<file path="src/rtl/sram_access_pkg.sv">
// Shared types and default sizing for the SRAM access master.
package sram_access_pkg;

  localparam int unsigned ADDR_W_DEF     = 14;
  localparam int unsigned DATA_W_DEF     = 48;
  localparam int unsigned RESP_DEPTH_DEF = 4;
  localparam int unsigned BURST_LEN_W    = 4;

  typedef enum logic {
    IDLE  = 1'b0,
    BURST = 1'b1
  } state_e;

endpackage

</file>
<file path="src/rtl/sram_access_resp_fifo.sv">
// Synchronous response FIFO; depth must be a power of two (>= 2).
module sram_access_resp_fifo #(
  parameter int unsigned depth = 4,
  parameter int unsigned width = 48
) (
  input  logic                     clk,
  input  logic                     rst_n,
  input  logic                     push_i,
  input  logic [width-1:0]         data_i,
  input  logic                     pop_i,
  output logic [width-1:0]         data_o,
  output logic [$clog2(depth):0]   count_o,
  output logic                     empty_o,
  output logic                     full_o
);

  localparam int unsigned PTR_W = $clog2(depth);
  localparam int unsigned CNT_W = PTR_W + 1;

  logic [width-1:0] mem_q [depth];
  logic [PTR_W-1:0] wr_ptr_q, rd_ptr_q;
  logic [CNT_W-1:0] count_q, count_d;

  always_comb begin
    count_d = count_q;
    unique case ({push_i, pop_i})
      2'b10:   count_d = count_q + CNT_W'(1);
      2'b01:   count_d = count_q - CNT_W'(1);
      default: count_d = count_q;
    endcase
  end

  always_ff @(posedge clk or negedge rst_n) begin
    if (!rst_n) begin
      for (int unsigned i = 0; i < depth; i++) mem_q[i] <= '0;
      wr_ptr_q <= '0;
      rd_ptr_q <= '0;
      count_q  <= '0;
    end else begin
      if (push_i) begin
        mem_q[wr_ptr_q] <= data_i;
        wr_ptr_q        <= wr_ptr_q + PTR_W'(1);
      end
      if (pop_i) rd_ptr_q <= rd_ptr_q + PTR_W'(1);
      count_q <= count_d;
    end
  end

  assign data_o  = mem_q[rd_ptr_q];
  assign count_o = count_q;
  assign empty_o = (count_q == '0);
  assign full_o  = (count_q == CNT_W'(depth));

endmodule

</file>
<file path="src/rtl/sram_access_master.sv">
// Valid/ready request stream to single-port SRAM pins, read data returned via a credited FIFO.
// Optional read bursts are built in when SRAM_MASTER_BURST_EN is defined.
module sram_access_master
  import sram_access_pkg::*;
#(
  parameter int unsigned address_width = ADDR_W_DEF,
  parameter int unsigned data_width    = DATA_W_DEF,
  parameter int unsigned resp_depth    = RESP_DEPTH_DEF
) (
  input  logic                     clk,
  input  logic                     reset_n,
  input  logic                     req_valid,
  output logic                     req_ready,
  input  logic                     req_read_not_write,
  input  logic [address_width-1:0] req_address,
  input  logic [data_width-1:0]    req_write_data,
`ifdef SRAM_MASTER_BURST_EN
  input  logic [BURST_LEN_W-1:0]   req_burst_len,
`endif
  output logic                     resp_valid,
  input  logic                     resp_ready,
  output logic [data_width-1:0]    resp_data,
  output logic                     sram_select,
  output logic                     sram_read_not_write,
  output logic [address_width-1:0] sram_address,
  output logic [data_width-1:0]    sram_write_data,
  input  logic [data_width-1:0]    sram_data_out
);

  localparam int unsigned CNT_W = $clog2(resp_depth) + 1;

  logic [CNT_W-1:0] fifo_count;
  logic [CNT_W-1:0] credit_used;
  logic             credit_ok;
  logic             fifo_empty, fifo_full;
  logic             issue_read;
  logic             inflight_q, inflight_d;

  // Credit ignores a same-cycle pop, so the FIFO can never be pushed while full.
  assign credit_used = fifo_count + CNT_W'(inflight_q);
  assign credit_ok   = (credit_used < CNT_W'(resp_depth));
  assign inflight_d  = issue_read;

  always_ff @(posedge clk or negedge reset_n) begin
    if (!reset_n) inflight_q <= 1'b0;
    else          inflight_q <= inflight_d;
  end

`ifdef SRAM_MASTER_BURST_EN
  state_e                   state_q, state_d;
  logic [address_width-1:0] burst_addr_q, burst_addr_d;
  logic [BURST_LEN_W-1:0]   beats_left_q, beats_left_d;

  always_ff @(posedge clk or negedge reset_n) begin
    if (!reset_n) begin
      state_q      <= IDLE;
      burst_addr_q <= '0;
      beats_left_q <= '0;
    end else begin
      state_q      <= state_d;
      burst_addr_q <= burst_addr_d;
      beats_left_q <= beats_left_d;
    end
  end

  always_comb begin
    state_d      = state_q;
    burst_addr_d = burst_addr_q;
    beats_left_d = beats_left_q;
    unique case (state_q)
      IDLE: begin
        if (req_valid && req_ready && req_read_not_write && (req_burst_len != '0)) begin
          state_d      = BURST;
          burst_addr_d = req_address + address_width'(1);
          beats_left_d = req_burst_len;
        end
      end
      BURST: begin
        if (credit_ok) begin
          burst_addr_d = burst_addr_q + address_width'(1);
          beats_left_d = beats_left_q - BURST_LEN_W'(1);
          if (beats_left_q == BURST_LEN_W'(1)) state_d = IDLE;
        end
      end
    endcase
  end
`endif

  // Pins follow the request combinationally so an accepted beat hits the SRAM in the same cycle.
  always_comb begin
    req_ready           = 1'b0;
    sram_select         = 1'b0;
    sram_read_not_write = 1'b1;
    sram_address        = '0;
    sram_write_data     = '0;
    issue_read          = 1'b0;
    if (reset_n) begin
`ifdef SRAM_MASTER_BURST_EN
      if (state_q == BURST) begin
        sram_select  = credit_ok;
        sram_address = burst_addr_q;
        issue_read   = credit_ok;
      end else
`endif
      begin
        req_ready = req_read_not_write ? credit_ok : 1'b1;
        if (req_valid && req_ready) begin
          sram_select         = 1'b1;
          sram_read_not_write = req_read_not_write;
          sram_address        = req_address;
          sram_write_data     = req_write_data;
          issue_read          = req_read_not_write;
        end
      end
    end
  end

  sram_access_resp_fifo #(
    .depth (resp_depth),
    .width (data_width)
  ) u_resp_fifo (
    .clk     (clk),
    .rst_n   (reset_n),
    .push_i  (inflight_q),
    .data_i  (sram_data_out),
    .pop_i   (resp_valid & resp_ready),
    .data_o  (resp_data),
    .count_o (fifo_count),
    .empty_o (fifo_empty),
    .full_o  (fifo_full)
  );

  assign resp_valid = !fifo_empty;

  always_ff @(posedge clk) begin
    if (reset_n) assert (!(inflight_q && fifo_full));
  end

endmodule

</file>
<file path="config.mk">
export PLATFORM = sky130hd
export DESIGN_NAME = sram_access_master
export DESIGN_NICKNAME = d
export VERILOG_FILES = /design/src/rtl/sram_access_pkg.sv /design/src/rtl/sram_access_resp_fifo.sv /design/src/rtl/sram_access_master.sv
export SDC_FILE = /design/constraint.sdc
export NUM_CORES = 1
export LEC_CHECK = 0
export BUFFER_PORTS_ARGS = -buffer_cell sky130_fd_sc_hd__buf_4
export CAP_MARGIN = 20
export CELL_PAD_IN_SITES_DETAIL_PLACEMENT = 1
export CELL_PAD_IN_SITES_GLOBAL_PLACEMENT = 2
export CORE_UTILIZATION = 29
export CTS_BUF_LIST = sky130_fd_sc_hd__clkbuf_16
export DETAILED_ROUTE_END_ITERATION = 10
export PLACE_DENSITY_LB_ADDON = 0.1
export SETUP_SLACK_MARGIN = 0.02
export SLEW_MARGIN = 0
export SYNTH_ARGS = -nofsm -noshare
export SYNTH_HDL_FRONTEND = slang
export SYNTH_HIERARCHICAL = 1
export SYNTH_SLANG_ARGS = --single-unit
</file>
<file path="constraint.sdc">
create_clock -name clk -period 2.4 [get_ports clk]
set_input_delay 0.24 -clock clk [delete_from_list [all_inputs] [get_ports clk]]
set_output_delay 0.24 -clock clk [all_outputs]
set_load 0.05 [all_outputs]
</file>
; ---- Word level (Yosys, flattened, before mapping)
; Cells that the tools add are included.
[op_classes]
div = 0
muxes = 19
n_shift = 0
eq_ne = 2
n_reduce_logical = 5
mul = 0
add_sub_neg = 5
bitwise_logic = 3
magnitude_cmp = 4
[ops]
columns = operator, n
row1 = 48-bit 2-to-1 mux, 5
row2 = 192-bit bitwise mux, 1
row3 = 48-bit binary-select mux with 2-bit select, 1
row4 = 48-bit demux with 2-bit select, 1
row5 = 14-bit 2-to-1 mux, 2
row6 = 1-bit 2-to-1 mux, 8
row7 = "3-bit >= comparator, second input constant", 2
row8 = 2-bit inverter with 3-bit output, 2
row9 = 3-bit case mux with 2 select lines, 1
row10 = "2-bit by 1-bit adder with 2-bit output, second input constant", 2
row11 = 3-bit by 1-bit adder with 3-bit output, 1
row12 = "3-bit by 1-bit adder with 3-bit output, second input constant", 1
row13 = 3-bit zero test, 1
row14 = "3-bit by 1-bit less-than comparator with 1-bit output, second input constant", 1
row15 = "3-bit less-than comparator, second input constant", 1
row16 = "3-bit by 1-bit subtractor with 3-bit output, second input constant", 1
row17 = "2-bit by 1-bit equality test with 1-bit output, second input constant", 1
row18 = "2-bit equality test, second input constant", 1
row19 = 1-bit logical AND, 2
row20 = 2-bit nonzero test, 1
row21 = 1-bit AND, 1
row22 = 1-bit zero test, 1
[totals]
elab_cells = 46
n_memories = 0
reg_bits = 200
mem_bits_ro = 0
mem_bits_rw = 0
input_bits = 115
latchBits = 0

; ---- Depth between registers and ports, before layout
[logic_depth]
ltp_word = 6
ltp_mapped = 8
mapped_depth_nobuf = 8

; ---- Cells and area by module
; Netlist, hierarchy kept.
[modules_own_cells]
columns = mod, instances, area_per_inst_um2, cells_each
row1 = sram_access_resp_fifo, 1, 9036.2, 500
row2 = sram_access_master, 1, 583.1, 88

; ---- Worst setup path before layout
; Ideal clock, no wire load.
[synth_path]
path_kind = register to register
startpoint = register u_resp_fifo.count_q[0], in the netlist u_resp_fifo/count_o[0]
endpoint = register u_resp_fifo.count_q[2], in the netlist u_resp_fifo/count_o[2]
path_slack_ns = 0.682
period_less_slack_ns = 1.718
setup_time_ns = 0.079
required_ns = 2.321
path_stages_with_launch = 9
arrival_time_ns = 1.638
path_buffers = 0
path_cell_list = dfrtp_1 -> nor3_1 -> nor2b_1 -> ha_1 -> inv_1 -> fa_1 -> xor2_1 -> nor2_1 -> xor2_1
[synth_between]
elab_chain_len = 5
[synth_lines]
columns = item, line_no
row1 = "start, declared", sram_access_resp_fifo.sv:22  ; logic [CNT_W-1:0] count_q, count_d;
row2 = "start signal, assigned", sram_access_resp_fifo.sv:45  ; count_q <= count_d;
row3 = 3-bit zero test (*), sram_access_resp_fifo.sv:51  ; assign empty_o = (count_q == '0);
row4 = named net fifo_empty, sram_access_master.sv:35  ; logic fifo_empty, fifo_full;
row5 = 1-bit zero test (*), sram_access_master.sv:133  ; assign resp_valid = !fifo_empty;
row6 = 1-bit AND (*), sram_access_master.sv:126  ; .pop_i (resp_valid & resp_ready),
row7 = 2-bit by 1-bit equality test with 1-bit output or 2-bit equality test (tied branches), sram_access_resp_fifo.sv:26  ; unique case ({push_i, pop_i})
row8 = 3-bit case mux with 2 select lines or 2-bit nonzero test (tied branches), -
; The timed path passes the listed nets; every way through them passes the cells marked *.
; A chain may end at the register's enable or synchronous reset.

; ---- Worst setup path after layout
[layout_path]
startpoint = register u_resp_fifo.rd_ptr_q[0]
endpoint = output resp_data[21]
[layout_between]
elab_chain_len = 4
[layout_lines]
columns = item, line_no
row1 = "start, declared", sram_access_resp_fifo.sv:21  ; logic [PTR_W-1:0] wr_ptr_q, rd_ptr_q;
row2 = "start signal, assigned", sram_access_resp_fifo.sv:44  ; if (pop_i) rd_ptr_q <= rd_ptr_q + PTR_W'(1);
row3 = 2-bit inverter with 3-bit output (implied by the code), sram_access_resp_fifo.sv:49  ; assign data_o = mem_q[rd_ptr_q];
row4 = 48-bit binary-select mux with 2-bit select, sram_access_resp_fifo.sv:49
row5 = 48-bit 2-to-1 mux (implied by the code) (2 in a row), sram_access_resp_fifo.sv:49
row6 = "end, declared", sram_access_master.sv:22  ; output logic [data_width-1:0] resp_data,
; No other way between the ends. The select of a mux whose other input is x is not followed.

==> metrics.cfg <==
[finish]
final_common_cell=buf_4
finalNetCount=931
mostFrequentLayoutCells=buf_4, dfrtp_1, mux2_2, mux2_4, and3_1
syn_to_final_growth_pct=29.1
final_cell_count_no_fill=1265
nFillCells=3356
drive_gt1_share_pct=63.5

[drt]
via_count=5866
drc=0
firstDrtPassIters=4
wl_per_cell_um=19.9
finalWirelength_um=25200
viasPerCell=4.64
drt_iter0_markers=201
antenna_left=0

[floorplanning]
dieArea_um2=33900
die_height_um=184
ios=229
die_x_um=184
initial_core_util_pct=29.5
fp-row-count=66
core_um2=32500

[clock_network]
clkTransAtPathRegs_ns=0.07
insertion_delay_ns=0.44
cts_num_sinks=200
cts_buffer_depth=2
h-tree-depth=4
cts_root_buf=clkbuf_16
numCtsBuffers=17
cts_tree=yes

[logic_synthesis]
syn_area_um2=9610
netlist_instances=587
syn_nets=708
yosys_warnings=6
syn_area_per_cell_um2=16.4

[grt]
antenna_found_initial=1
grt_max_degree=145
grt_overflow=0
grt_pass1_vias=6984
grtUsageTotal_pct=15.8
grt_pass1_wl_um=40200

[worst_setup_path]
cp-start-kind=flip-flop
critPathRequiredTime_ns=2.16
arrival_ns=1.96
endpoint_kind=output pin
critPathKind=flip-flop to output pin
worstPathMaxFanout=15

[sta]
fin_crit_sh_pct=91.6
worst_pin_slew_ns=0.803
setup_tns_ns=0
setup_viol=0
fmax_mhz=455
final-hold-violation-count=0
rsz0062_at_grt=false
finalMaxSlewViolations=0
finalCriticalPeriod_ns=2.20
finalClockSkew_ns=0.0126
max_slew_margin_pct=46.5

[placed_design]
dp_cells=1229
dp_hpwl_um=16900
io_buffers=228
gp_congestion=0.757

[power]
ir_worst_vdd_mv=0.774
p_per_area_nw_per_um2=1510
power.static_leakage_nw=6.00

[min_path]
hold_path_class=input pin to flip-flop

[run]
max-cap-violations=0

[outcome]
status=complete, no violations

final timing paths:
check,from,to,slack [ns],cells after the start
setup / recovery,u_resp_fifo/rd_ptr_q[0],resp_data[21],0.20,3
min in group asynchronous,reset_n,u_resp_fifo/mem_q[3],0.49,3
max in group asynchronous,reset_n,u_resp_fifo/mem_q[68],1.21,3
setup reg to reg,u_resp_fifo/count_o[0],u_resp_fifo/count_o[2],0.48,8
hold / removal,sram_data_out[11],u_resp_fifo/mem_q[155],0.06,2
hold reg to reg,u_resp_fifo/mem_q[52],u_resp_fifo/mem_q[52],0.50,1
flip-flops by register name, summed over array words and instances (netlist names):
register / flops
u_resp_fifo/mem_q: 192
inflight_q: 1
u_resp_fifo/wr_ptr_q: 2
u_resp_fifo/count_o: 3
u_resp_fifo/rd_ptr_q: 2
critical path: stages (launching register included):
cell and delay, ns:
dfrtp_4 0.53, buf_12 0.22, mux4_2 0.55, buf_4 0.21
where the power goes:
group          total (mW)  switching [mW]  internal [mW]
Sequential           6.06           0.961           5.10
Clock                2.88            1.25           1.62
Combinational        9.78            5.30           4.48
metrics by stage:
stage	utilization (%)	hold WS [ns]	cell area [um^2]	total power [mW]	worst slack, ns
finish	38.2	0.0577	12400	18.7	0.202
global route	38.1	0.0364	12400	19.8	0.0794
CTS	38.1	0.0312	12400	19.0	0.0683
detailed placement	36.2	0.401	11800	16.0	0.410
global placement	36.2	0.392	11800	15.6	0.419
floorplan	-	-0.0556	9610	13.4	0.682
routing by layer:
layer | vias up | global-route usage (%) | part of all wire [%]
met2 | 189 | 27.9 | 52
met4 | 0 | 4.87 | 1.4
met5 | - | 0 | 0
met3 | 22 | 4.34 | 5.7
met1 | 3062 | 18.6 | 40
li1 | 2593 | - | -
area by class of cell:
type / count / area, um^2 / share of cell area [%]
antenna: 1 / 2.50 / 0.0202
clock buffer: 17 / 425 / 3.43
clock inverter: 14 / 160 / 1.29
inverter: 7 / 26.3 / 0.212
multi-input combinational: 334 / 4220 / 34.0
sequential: 200 / 5010 / 40.4
tap: 442 / 553 / 4.46
timing repair buffer: 250 / 2010 / 16.2
timing repair:
| item | 4_1_cts | 5_1_grt |
|---|---|---|
| buffers inserted | 3 | 0 |
| setup endpoints to repair | 35 | 12 |
| gates resized for setup | 0 | 2 |
| pin swaps | 0 | 0 |
| hold endpoints to repair | 56 | 0 |
| hold buffers | 1 | 0 |
Power figures use the tool's default switching activity.
